==> config.mk <==
export PLATFORM = sky130hd
export DESIGN_NAME = axi_decerr_split
export DESIGN_NICKNAME = d
export VERILOG_FILES = /design/src/rtl/axi_decerr_split.sv
export SDC_FILE = /design/constraint.sdc
export NUM_CORES = 1
export LEC_CHECK = 0
export CAP_MARGIN = 0
export CORE_AREA = 2 2 200 202
export CTS_BUF_LIST = sky130_fd_sc_hd__clkbuf_4 sky130_fd_sc_hd__clkbuf_8
export CTS_CLUSTER_SIZE = 12
export DETAILED_ROUTE_END_ITERATION = 7
export DIE_AREA = 0 0 202 204
export DONT_BUFFER_PORTS = 1
export GPL_TIMING_DRIVEN = 1
export HOLD_SLACK_MARGIN = 0.08
export PLACE_DENSITY_LB_ADDON = 0.2
export SYNTH_ARGS = -nofsm -noshare
export SYNTH_HDL_FRONTEND = slang
export SYNTH_SLANG_ARGS = --single-unit
==> constraint.sdc <==
create_clock -name S_AXI_ACLK -period 2.85 [get_ports S_AXI_ACLK]
set_input_delay 0.285 -clock S_AXI_ACLK [delete_from_list [all_inputs] [get_ports S_AXI_ACLK]]
set_output_delay 0.285 -clock S_AXI_ACLK [all_outputs]
set_load 0.02 [all_outputs]
==> src/rtl/axi_decerr_split.sv <==
// -----------------------------------------------------------------------------
// axi_decerr_split
//
// Address-decoding splitter that sits directly in front of the bus-error slave.
// Every AXI burst from the single upstream master (S_AXI_*) is steered by its
// address:
//   - hit  ((ADDR & SLAVE_MASK) == SLAVE_ADDR) -> mapped slave   (M_AXI_*)
//   - miss                                      -> error slave    (E_AXI_*)
// Responses from whichever slave currently owns a direction are returned to
// the master. Because a direction only changes target when nothing is
// outstanding, responses can never interleave between the two slaves, so
// AXI ID ordering is preserved without any reorder storage.
//
// All payloads are combinational passthroughs (zero latency). The only
// registered state is, per direction, a target-select bit and an outstanding
// burst counter, plus a count of write bursts whose W data is still due.
//
// Ports
//   S_AXI_ACLK / S_AXI_ARESET     clock, synchronous active-high reset
//   S_AXI_AW*/W*/B*/AR*/R*        slave port facing the upstream master
//   M_AXI_AW*/W*/B*/AR*/R*        master port to the mapped slave
//   E_AXI_AW*/W*/B*/AR*/R*        master port to the error slave
//   While S_AXI_ARESET is high every VALID and READY output is held low.
// -----------------------------------------------------------------------------
module axi_decerr_split #(
  parameter int C_AXI_ID_WIDTH = 2,
  parameter int C_AXI_DATA_WIDTH = 32,
  parameter int C_AXI_ADDR_WIDTH = 32,
  parameter logic [C_AXI_ADDR_WIDTH-1:0] SLAVE_ADDR = 32'h0000_0000,
  parameter logic [C_AXI_ADDR_WIDTH-1:0] SLAVE_MASK = 32'hffff_0000,
  parameter int LGMAXBURST = 3
) (
  input  logic                            S_AXI_ACLK,
  input  logic                            S_AXI_ARESET,
  // upstream master: write address
  input  logic                            S_AXI_AWVALID,
  output logic                            S_AXI_AWREADY,
  input  logic [C_AXI_ID_WIDTH-1:0]       S_AXI_AWID,
  input  logic [C_AXI_ADDR_WIDTH-1:0]     S_AXI_AWADDR,
  input  logic [7:0]                      S_AXI_AWLEN,
  // upstream master: write data
  input  logic                            S_AXI_WVALID,
  output logic                            S_AXI_WREADY,
  input  logic [C_AXI_DATA_WIDTH-1:0]     S_AXI_WDATA,
  input  logic [C_AXI_DATA_WIDTH/8-1:0]   S_AXI_WSTRB,
  input  logic                            S_AXI_WLAST,
  // upstream master: write response
  output logic                            S_AXI_BVALID,
  input  logic                            S_AXI_BREADY,
  output logic [C_AXI_ID_WIDTH-1:0]       S_AXI_BID,
  output logic [1:0]                      S_AXI_BRESP,
  // upstream master: read address
  input  logic                            S_AXI_ARVALID,
  output logic                            S_AXI_ARREADY,
  input  logic [C_AXI_ID_WIDTH-1:0]       S_AXI_ARID,
  input  logic [C_AXI_ADDR_WIDTH-1:0]     S_AXI_ARADDR,
  input  logic [7:0]                      S_AXI_ARLEN,
  // upstream master: read data
  output logic                            S_AXI_RVALID,
  input  logic                            S_AXI_RREADY,
  output logic [C_AXI_ID_WIDTH-1:0]       S_AXI_RID,
  output logic [C_AXI_DATA_WIDTH-1:0]     S_AXI_RDATA,
  output logic                            S_AXI_RLAST,
  output logic [1:0]                      S_AXI_RRESP,
  // mapped slave
  output logic                            M_AXI_AWVALID,
  input  logic                            M_AXI_AWREADY,
  output logic [C_AXI_ID_WIDTH-1:0]       M_AXI_AWID,
  output logic [C_AXI_ADDR_WIDTH-1:0]     M_AXI_AWADDR,
  output logic [7:0]                      M_AXI_AWLEN,
  output logic                            M_AXI_WVALID,
  input  logic                            M_AXI_WREADY,
  output logic [C_AXI_DATA_WIDTH-1:0]     M_AXI_WDATA,
  output logic [C_AXI_DATA_WIDTH/8-1:0]   M_AXI_WSTRB,
  output logic                            M_AXI_WLAST,
  input  logic                            M_AXI_BVALID,
  output logic                            M_AXI_BREADY,
  input  logic [C_AXI_ID_WIDTH-1:0]       M_AXI_BID,
  input  logic [1:0]                      M_AXI_BRESP,
  output logic                            M_AXI_ARVALID,
  input  logic                            M_AXI_ARREADY,
  output logic [C_AXI_ID_WIDTH-1:0]       M_AXI_ARID,
  output logic [C_AXI_ADDR_WIDTH-1:0]     M_AXI_ARADDR,
  output logic [7:0]                      M_AXI_ARLEN,
  input  logic                            M_AXI_RVALID,
  output logic                            M_AXI_RREADY,
  input  logic [C_AXI_ID_WIDTH-1:0]       M_AXI_RID,
  input  logic [C_AXI_DATA_WIDTH-1:0]     M_AXI_RDATA,
  input  logic                            M_AXI_RLAST,
  input  logic [1:0]                      M_AXI_RRESP,
  // error slave
  output logic                            E_AXI_AWVALID,
  input  logic                            E_AXI_AWREADY,
  output logic [C_AXI_ID_WIDTH-1:0]       E_AXI_AWID,
  output logic [C_AXI_ADDR_WIDTH-1:0]     E_AXI_AWADDR,
  output logic [7:0]                      E_AXI_AWLEN,
  output logic                            E_AXI_WVALID,
  input  logic                            E_AXI_WREADY,
  output logic [C_AXI_DATA_WIDTH-1:0]     E_AXI_WDATA,
  output logic [C_AXI_DATA_WIDTH/8-1:0]   E_AXI_WSTRB,
  output logic                            E_AXI_WLAST,
  input  logic                            E_AXI_BVALID,
  output logic                            E_AXI_BREADY,
  input  logic [C_AXI_ID_WIDTH-1:0]       E_AXI_BID,
  input  logic [1:0]                      E_AXI_BRESP,
  output logic                            E_AXI_ARVALID,
  input  logic                            E_AXI_ARREADY,
  output logic [C_AXI_ID_WIDTH-1:0]       E_AXI_ARID,
  output logic [C_AXI_ADDR_WIDTH-1:0]     E_AXI_ARADDR,
  output logic [7:0]                      E_AXI_ARLEN,
  input  logic                            E_AXI_RVALID,
  output logic                            E_AXI_RREADY,
  input  logic [C_AXI_ID_WIDTH-1:0]       E_AXI_RID,
  input  logic [C_AXI_DATA_WIDTH-1:0]     E_AXI_RDATA,
  input  logic                            E_AXI_RLAST,
  input  logic [1:0]                      E_AXI_RRESP
);

  localparam logic [LGMAXBURST-1:0] MAX_OUT = {LGMAXBURST{1'b1}};

  // Per-direction views of the address channels: index 0 = write, 1 = read.
  logic [1:0]                       a_valid;
  logic [1:0][C_AXI_ADDR_WIDTH-1:0] a_addr;
  logic [1:0]                       m_aready;
  logic [1:0]                       e_aready;
  logic [1:0]                       rsp_done;   // burst completed on the response side
  logic [1:0]                       m_avalid;
  logic [1:0]                       e_avalid;
  logic [1:0]                       s_aready;
  logic [1:0]                       dir_sel;    // 0 = mapped slave, 1 = error slave

  assign a_valid  = {S_AXI_ARVALID, S_AXI_AWVALID};
  assign a_addr   = {S_AXI_ARADDR, S_AXI_AWADDR};
  assign m_aready = {M_AXI_ARREADY, M_AXI_AWREADY};
  assign e_aready = {E_AXI_ARREADY, E_AXI_AWREADY};
  assign rsp_done = {S_AXI_RVALID && S_AXI_RREADY && S_AXI_RLAST,
                     S_AXI_BVALID && S_AXI_BREADY};

  // Admission, routing and bookkeeping are identical for AW and AR.
  genvar gi;
  generate
    for (gi = 0; gi < 2; gi++) begin : g_dir
      logic [LGMAXBURST-1:0] out_reg, out_next;
      logic                  sel_reg, sel_next;
      logic                  hit;
      logic                  allowed;
      logic                  a_hs;

      assign hit = ((a_addr[gi] & SLAVE_MASK) == SLAVE_ADDR);

      // A burst may go out if nothing is in flight, or if it targets the
      // slave already owning this direction; never beyond MAX_OUT in flight.
      assign allowed = !S_AXI_ARESET
                       && ((out_reg == '0) || (hit == !sel_reg))
                       && (out_reg != MAX_OUT);

      assign m_avalid[gi] = a_valid[gi] && hit && allowed;
      assign e_avalid[gi] = a_valid[gi] && !hit && allowed;
      assign s_aready[gi] = allowed && (hit ? m_aready[gi] : e_aready[gi]);
      assign a_hs         = a_valid[gi] && s_aready[gi];
      assign dir_sel[gi]  = sel_reg;

      always_comb begin
        out_next = out_reg;
        sel_next = sel_reg;
        if (a_hs && !rsp_done[gi]) begin
          out_next = out_reg + 1'b1;
        end else if (!a_hs && rsp_done[gi]) begin
          out_next = out_reg - 1'b1;
        end
        // Only reachable with the same target or nothing outstanding, so
        // rewriting the select here never redirects an in-flight burst.
        if (a_hs) begin
          sel_next = !hit;
        end
      end

      always_ff @(posedge S_AXI_ACLK) begin
        if (S_AXI_ARESET) begin
          out_reg <= '0;
          sel_reg <= 1'b0;
        end else begin
          out_reg <= out_next;
          sel_reg <= sel_next;
        end
      end
    end
  endgenerate

  // ---------------------------------------------------------------------------
  // Address channels
  // ---------------------------------------------------------------------------
  assign S_AXI_AWREADY = s_aready[0];
  assign S_AXI_ARREADY = s_aready[1];

  assign M_AXI_AWVALID = m_avalid[0];
  assign M_AXI_AWID    = S_AXI_AWID;
  assign M_AXI_AWADDR  = S_AXI_AWADDR;
  assign M_AXI_AWLEN   = S_AXI_AWLEN;
  assign E_AXI_AWVALID = e_avalid[0];
  assign E_AXI_AWID    = S_AXI_AWID;
  assign E_AXI_AWADDR  = S_AXI_AWADDR;
  assign E_AXI_AWLEN   = S_AXI_AWLEN;

  assign M_AXI_ARVALID = m_avalid[1];
  assign M_AXI_ARID    = S_AXI_ARID;
  assign M_AXI_ARADDR  = S_AXI_ARADDR;
  assign M_AXI_ARLEN   = S_AXI_ARLEN;
  assign E_AXI_ARVALID = e_avalid[1];
  assign E_AXI_ARID    = S_AXI_ARID;
  assign E_AXI_ARADDR  = S_AXI_ARADDR;
  assign E_AXI_ARLEN   = S_AXI_ARLEN;

  // ---------------------------------------------------------------------------
  // Write data: W beats are only forwarded once their AW has been accepted,
  // which keeps W from reaching a slave before the select bit is valid.
  // ---------------------------------------------------------------------------
  logic [LGMAXBURST-1:0] w_bursts_reg, w_bursts_next;
  logic                  w_active;
  logic                  aw_hs;
  logic                  w_last_hs;

  assign aw_hs     = S_AXI_AWVALID && S_AXI_AWREADY;
  assign w_last_hs = S_AXI_WVALID && S_AXI_WREADY && S_AXI_WLAST;
  assign w_active  = !S_AXI_ARESET && (w_bursts_reg != '0);

  always_comb begin
    w_bursts_next = w_bursts_reg;
    if (aw_hs && !w_last_hs) begin
      w_bursts_next = w_bursts_reg + 1'b1;
    end else if (!aw_hs && w_last_hs) begin
      w_bursts_next = w_bursts_reg - 1'b1;
    end
  end

  always_ff @(posedge S_AXI_ACLK) begin
    if (S_AXI_ARESET) begin
      w_bursts_reg <= '0;
    end else begin
      w_bursts_reg <= w_bursts_next;
    end
  end

  assign S_AXI_WREADY = w_active && (dir_sel[0] ? E_AXI_WREADY : M_AXI_WREADY);
  assign M_AXI_WVALID = w_active && !dir_sel[0] && S_AXI_WVALID;
  assign E_AXI_WVALID = w_active && dir_sel[0] && S_AXI_WVALID;
  assign M_AXI_WDATA  = S_AXI_WDATA;
  assign M_AXI_WSTRB  = S_AXI_WSTRB;
  assign M_AXI_WLAST  = S_AXI_WLAST;
  assign E_AXI_WDATA  = S_AXI_WDATA;
  assign E_AXI_WSTRB  = S_AXI_WSTRB;
  assign E_AXI_WLAST  = S_AXI_WLAST;

  // ---------------------------------------------------------------------------
  // Responses: only the owning slave is visible; the other is stalled.
  // ---------------------------------------------------------------------------
  assign S_AXI_BVALID = !S_AXI_ARESET && (dir_sel[0] ? E_AXI_BVALID : M_AXI_BVALID);
  assign S_AXI_BID    = dir_sel[0] ? E_AXI_BID : M_AXI_BID;
  assign S_AXI_BRESP  = dir_sel[0] ? E_AXI_BRESP : M_AXI_BRESP;
  assign M_AXI_BREADY = !S_AXI_ARESET && !dir_sel[0] && S_AXI_BREADY;
  assign E_AXI_BREADY = !S_AXI_ARESET && dir_sel[0] && S_AXI_BREADY;

  assign S_AXI_RVALID = !S_AXI_ARESET && (dir_sel[1] ? E_AXI_RVALID : M_AXI_RVALID);
  assign S_AXI_RID    = dir_sel[1] ? E_AXI_RID : M_AXI_RID;
  assign S_AXI_RDATA  = dir_sel[1] ? E_AXI_RDATA : M_AXI_RDATA;
  assign S_AXI_RLAST  = dir_sel[1] ? E_AXI_RLAST : M_AXI_RLAST;
  assign S_AXI_RRESP  = dir_sel[1] ? E_AXI_RRESP : M_AXI_RRESP;
  assign M_AXI_RREADY = !S_AXI_ARESET && !dir_sel[1] && S_AXI_RREADY;
  assign E_AXI_RREADY = !S_AXI_ARESET && dir_sel[1] && S_AXI_RREADY;

endmodule

## Word-level counts from Yosys, hierarchy flattened

Index checks and enable logic that the tools add are counted.

- Input bits: 220
- Logic and storage cells: 95
- Output and inout bits: 298
- Flip-flop bits (word level): 11

- Eq/ne operators: 4
- Add/sub/neg operators: 6
- Reduce and logical (&&, ||, !) cells: 63
- Multiplexer cells: 17

Operators by type and width:

| operator | number |
|---|---|
| $logic_not A32 Y1 | 2 |
| $logic_and A1 B1 Y1 | 43 |
| $mux W32 | 1 |
| $mux W3 | 6 |
| $logic_not A1 Y1 | 10 |
| $add A3 B1 Y3 const B | 3 |
| $sub A3 B1 Y3 const B | 3 |
| $mux W2 | 4 |
| $logic_not A3 Y1 | 2 |
| $mux W1 | 6 |
| $ne A3 B3 Y1 const B | 2 |
| $reduce_bool A2 Y1 | 3 |
| $reduce_bool A3 Y1 | 1 |
| $eq A1 B1 Y1 | 2 |
| $logic_or A1 B1 Y1 | 2 |

## Depth between registers and ports, before layout

- Word-level depth: 11
- Gate-level depth with buffers: 11
- Depth with buffers taken out: 10

## Least setup slack after synthesis

OpenSTA, ideal clock, no wires.

- Path kind: input -> register
- From: in S_AXI_ARADDR[26]
- To: reg g_dir[1].out_reg[2]
- Arrival: 2212 ps
- Path slack: 567 ps
- Data required time: 2779 ps
- Cell stages on the path: 10
- Library setup time: 71 ps
- Buffers on the path: 0
- Cell sequence: nor4_1 nand4_1 mux2i_1 and2b_2 ha_1 inv_1 fa_1 xor2_1 or3_1 a21oi_1

- Cells in the longest elaborated chain, start to end: 10
- Elaborated cells on any way between the ends: 13
- Those cells by class: 1 x eq/ne; 2 x mux; 10 x reduce/logical

RTL lines:

| element | RTL line | text |
|---|---|---|
| start: declaration | 56 | `input logic [C_AXI_ADDR_WIDTH-1:0] S_AXI_ARADDR,` |
| $logic_not A32 Y1 (*) | 149 | `assign hit = ((a_addr[gi] & SLAVE_MASK) == SLAVE_ADDR);` |
| $eq A1 B1 Y1 | 154 | `&& ((out_reg == '0) \|\| (hit == !sel_reg))` |
| $logic_or A1 B1 Y1 | 154 |  |
| $logic_and A1 B1 Y1 | 154 |  |
| $logic_and A1 B1 Y1 | 155 | `&& (out_reg != MAX_OUT);` |
| $logic_and A1 B1 Y1 (*) | 159 | `assign s_aready[gi] = allowed && (hit ? m_aready[gi] : e_aready[gi]);` |
| $logic_and A1 B1 Y1 (*) | 160 | `assign a_hs = a_valid[gi] && s_aready[gi];` |
| named net g_dir[1].a_hs | 147 | `logic a_hs;` |
| $logic_not A1 Y1 | 168 | `end else if (!a_hs && rsp_done[gi]) begin` |
| $logic_and A1 B1 Y1 | 168 |  |
| $reduce_bool A2 Y1 (no line) | - |  |
| end signal: assignment | 183 | `out_reg <= out_next;` |
| end: declaration | 143 | `logic [LGMAXBURST-1:0] out_reg, out_next;` |

Mark *: on every way through the listed nets, which the timed path passes. The rest lies on a longest branch.
A chain may end at the register's enable or synchronous reset.

## Worst setup path after layout

- From: reg g_dir[0].out_reg[0]
- To: reg g_dir[0].out_reg[2]

- Cells in the longest elaborated chain, start to end: 9
- Elaborated cells on any way between the ends: 15
- Those cells by class: 2 x add/sub; 1 x eq/ne; 2 x mux; 10 x reduce/logical

RTL lines:

| element | RTL line | text |
|---|---|---|
| start: declaration | 143 |  |
| start signal: assignment | 183 |  |
| $logic_not A3 Y1 | 154 |  |
| $logic_or A1 B1 Y1 | 154 |  |
| $logic_and A1 B1 Y1 | 154 |  |
| $logic_and A1 B1 Y1 (*) | 155 |  |
| $logic_and A1 B1 Y1 (*) | 159 |  |
| $logic_and A1 B1 Y1 (*) | - |  |
| named net aw_hs | 220 | `logic aw_hs;` |
| $logic_not A1 Y1 | 168 |  |
| $logic_and A1 B1 Y1 | 168 |  |
| $reduce_bool A2 Y1 (no line) | - |  |

Mark *: on every way through the listed nets, which the timed path passes. The rest lies on a longest branch. The select of a mux whose other input is x is not followed.

==> load_flow_metrics.sql <==
INSERT INTO impl_metrics (metric_group, metric, value, unit) VALUES
('die', 'die-height', '204', 'um'),
('synthesis', 'multiplexer_share_of_the_synthesized_area', '17.1', '%'),
('synthesis', 'number_of_distinct_library_cell_variants_in_the_gate_level_netlist_after_synthesis', '25', ''),
('clocking', 'h-tree-depth', '1', ''),
('synthesis', 'syn-instance-count', '399', ''),
('synthesis', 'seq_area_frac_synth', '6.94', '%'),
('cells_and_area', 'fraction_of_layout_instances_using_a_drive_strength_above_1', '40.1', '%'),
('job', 'max_cap_viol_count', '0', ''),
('clocking', 'clk_pin_slew_worst_paths', '0.07', 'ns'),
('synthesis', 'synthesis.area', '3170', 'um2'),
('route', 'route.detailed.wl_per_inst', '13.0', 'um'),
('sta', 'fin_worst_skew', '0.00153', 'ns'),
('sta', 'grt_setup_unrepaired', 'false', ''),
('route', 'dr.first_iter.drc_count', '100', ''),
('global_routing', 'grt_pass1_vias', '1575', ''),
('sta', 'timing.final.crit_share', '87.6', '%'),
('placed_design', 'dp_hpwl', '7.83', 'mm'),
('global_routing', 'grt.met3_usage', '2.06', '%'),
('placed_design', 'place.detailed.instances', '686', ''),
('synthesis', 'synth-seq-cells', '11', ''),
('global_routing', 'grt_remaining_overflow', '0', ''),
('sta', 'finalHoldViolCount', '0', ''),
('clocking', 'numCtsBuffers', '3', ''),
('die', 'design.die.area', '41200', 'um2'),
('sta', 'maxSlewViolCount', '0', ''),
('critical_path', 'worst_path_required', '3.05', 'ns'),
('critical_path', 'cp.arrival', '2.69', 'ns'),
('synthesis', 'post_synth_main_area_contributors', 'buf_4 57%, mux2_2 15%, dfxtp_1 6.9%', ''),
('cells_and_area', 'final_cell_mix', '41 x mux2_2, 15 x nor2_1, 13 x buf_4, 11 x o21ai_0, 10 x dfxtp_1', ''),
('hold_path', 'worst_hold_path_type', 'input port to register', ''),
('placed_design', 'numPortBuffers', '0', ''),
('placed_design', 'post-place-ws', '-0.417', 'ns'),
('synthesis', 'yosysTopAreaCellShare', '57.2', '%'),
('clocking', 'cts_root_buf', 'clkbuf_8', ''),
('synthesis', 'synth_compound_area_share', '2.92', '%'),
('sta', 'post-route-min-period', '2.50', 'ns'),
('synthesis', 'synth_nets', '625', ''),
('power', 'total_leakage_power', '0.599', 'nW'),
('critical_path', 'crit_path_max_fanout', '6', ''),
('cells_and_area', 'layoutNonFillerInstCount', '692', ''),
('synthesis', 'synth-adder-area-share', '3.07', '%'),
('global_routing', 'globalRouteMet1Util', '3.80', '%'),
('synthesis', 'post-synth-top-area-cell', 'buf_4', ''),
('route', 'route.vias.total', '1544', ''),
('cells_and_area', 'num-nets-final', '394', ''),
('die', 'start_util', '8.10', '%'),
('critical_path', 'cp-end-kind', 'register', ''),
('sta', 'max_freq', '0.400', 'GHz'),
('die', 'fp.coreArea', '39200', 'um2'),
('synthesis', 'dominant_combinational_cell_family_by_area_after_synthesis', 'buffers and inverters', ''),
('placed_design', 'place_congestion', '0.632', ''),
('route', 'drt-vias-per-instance', '2.23', ''),
('die', 'die_width', '202', 'um'),
('synthesis', 'synth_area_per_cell', '7.96', 'um2'),
('critical_path', 'crit_path_max_incr_delay', '0.37', 'ns'),
('synthesis', 'synth_simple_gate_area_share', '9.30', '%'),
('global_routing', 'largest_net_degree_at_the_start_of_global_routing', '25', ''),
('sta', 'setup-tns-final', '0', 'ns'),
('route', 'routed_wirelength', '8.99', 'mm'),
('critical_path', 'worst_path_max_delay_cell', 'fa_1', ''),
('global_routing', 'initial_antenna_violation_count', '0', ''),
('route', 'drc', '0', ''),
('global_routing', 'groute.usage.overall', '3.97', '%'),
('run_status', 'run_status', 'complete, no violations', ''),
('power', 'power_density', '390', 'nW/um2'),
('sta', 'post-route-worst-setup-slack', '0.352', 'ns'),
('synthesis', 'synth_xor_area_share', '1.66', '%'),
('die', 'pin_count', '518', ''),
('clocking', 'worst_skew_pair.late_latency', '0.26', 'ns'),
('critical_path', 'setup.worst_path.start_class', 'register', ''),
('clocking', 'max-clock-path-buffers', '2', '');
## path summary, 6_finish.rpt
| check | startpoint | end | cells after the start | slack [ns] |
|---|---|---|---|---|
| max | g_dir[0].out_reg[0]$_SDFFE_PP0P_ | g_dir[0].out_reg[2]$_SDFFE_PP0P_ | 10 | 0.35 |
| min | S_AXI_ARESET | g_dir[0].out_reg[0]$_SDFFE_PP0P_ | 1 | 0.10 |
| max reg2reg | g_dir[0].out_reg[0]$_SDFFE_PP0P_ | g_dir[0].out_reg[2]$_SDFFE_PP0P_ | 10 | 0.35 |
| min reg2reg | w_bursts_reg[2]$_SDFFE_PP0P_ | w_bursts_reg[2]$_SDFFE_PP0P_ | 2 | 0.49 |
## per-layer routing
layer | wire [um] | vias to the layer above
met5 | 0 | -
met4 | 690 | 0
met3 | 1320 | 66
met2 | 4180 | 245
met1 | 2790 | 644
li1 | - | 589
## what timing repair did
item                       4_1_cts  5_1_grt
pin swaps                        0        1
resized for setup                2        0
hold endpoints to repair         0        2
setup buffers                    0        1
setup endpoints to repair        1        1
hold buffers                     0        1
## per-stage QoR
stage / hold slack, ns / util (%)
6_report: 0.105 / 5.47
5_1_grt: 0.0899 / 5.47
4_1_cts: 0.0805 / 5.43
3_5_place_dp: 0.365 / 5.28
3_3_place_gp: 0.369 / 5.28
2_1_floorplan: 0.458 / -
## final cells by class
cell class                      count  area, um2
Tap cell                          525        657
Inverter                            5       18.8
Multi-Input combinational cell    133       1090
Clock buffer                        3       41.3
Clock inverter                      1       5.00
Fill cell                        4618      37000
Sequential cell                    11        221
Timing Repair Buffer               14        108
## Yosys cell counts
cell	n
buf_4	242
mux2_2	41
nor2_1	15
dfxtp_1	11
o21ai_0	11
mux2i_1	8
nor4_1	8
buf_2	7
nand2_1	6
xor2_1	6
a21oi_1	5
inv_1	5
nand3_1	4
nor3_1	4
nor3b_1	4
fa_1	3
ha_1	3
or3_1	3
a31oi_1	2
and2_2	2
and2b_2	2
and3_1	2
nand4_1	2
nor3_2	2
clkbuf_1	1
## worst max-delay path, delay by kind of cell, from the launching register on
| family | cells | cell delay, ns |
|---|---|---|
| mux | 1 | 0.18 |
| fa+ha+maj | 2 | 0.55 |
| xor+xnor | 1 | 0.16 |
| simple gates | 3 | 0.86 |
| compound gates | 2 | 0.27 |
| buf+inv | 1 | 0.06 |
| flops | 1 | 0.36 |
## logic make-up after synthesis
logic type | Yosys count
muxes | 49
DFF | 11
adders and majority gates | 6
AOI/OAI and AO/OA | 18
xor gates and xnor gates | 6
buffers and inverters | 255
and+or+nand+nor | 54
## power breakdown
| group | switching [mW] | internal, mW |
|---|---|---|
| registers | 0.0339 | 0.176 |
| clock network | 0.0851 | 0.0972 |
| logic | 0.271 | 0.174 |
| total | 0.390 | 0.447 |
Note: power is estimated with default switching activity, not from simulation.
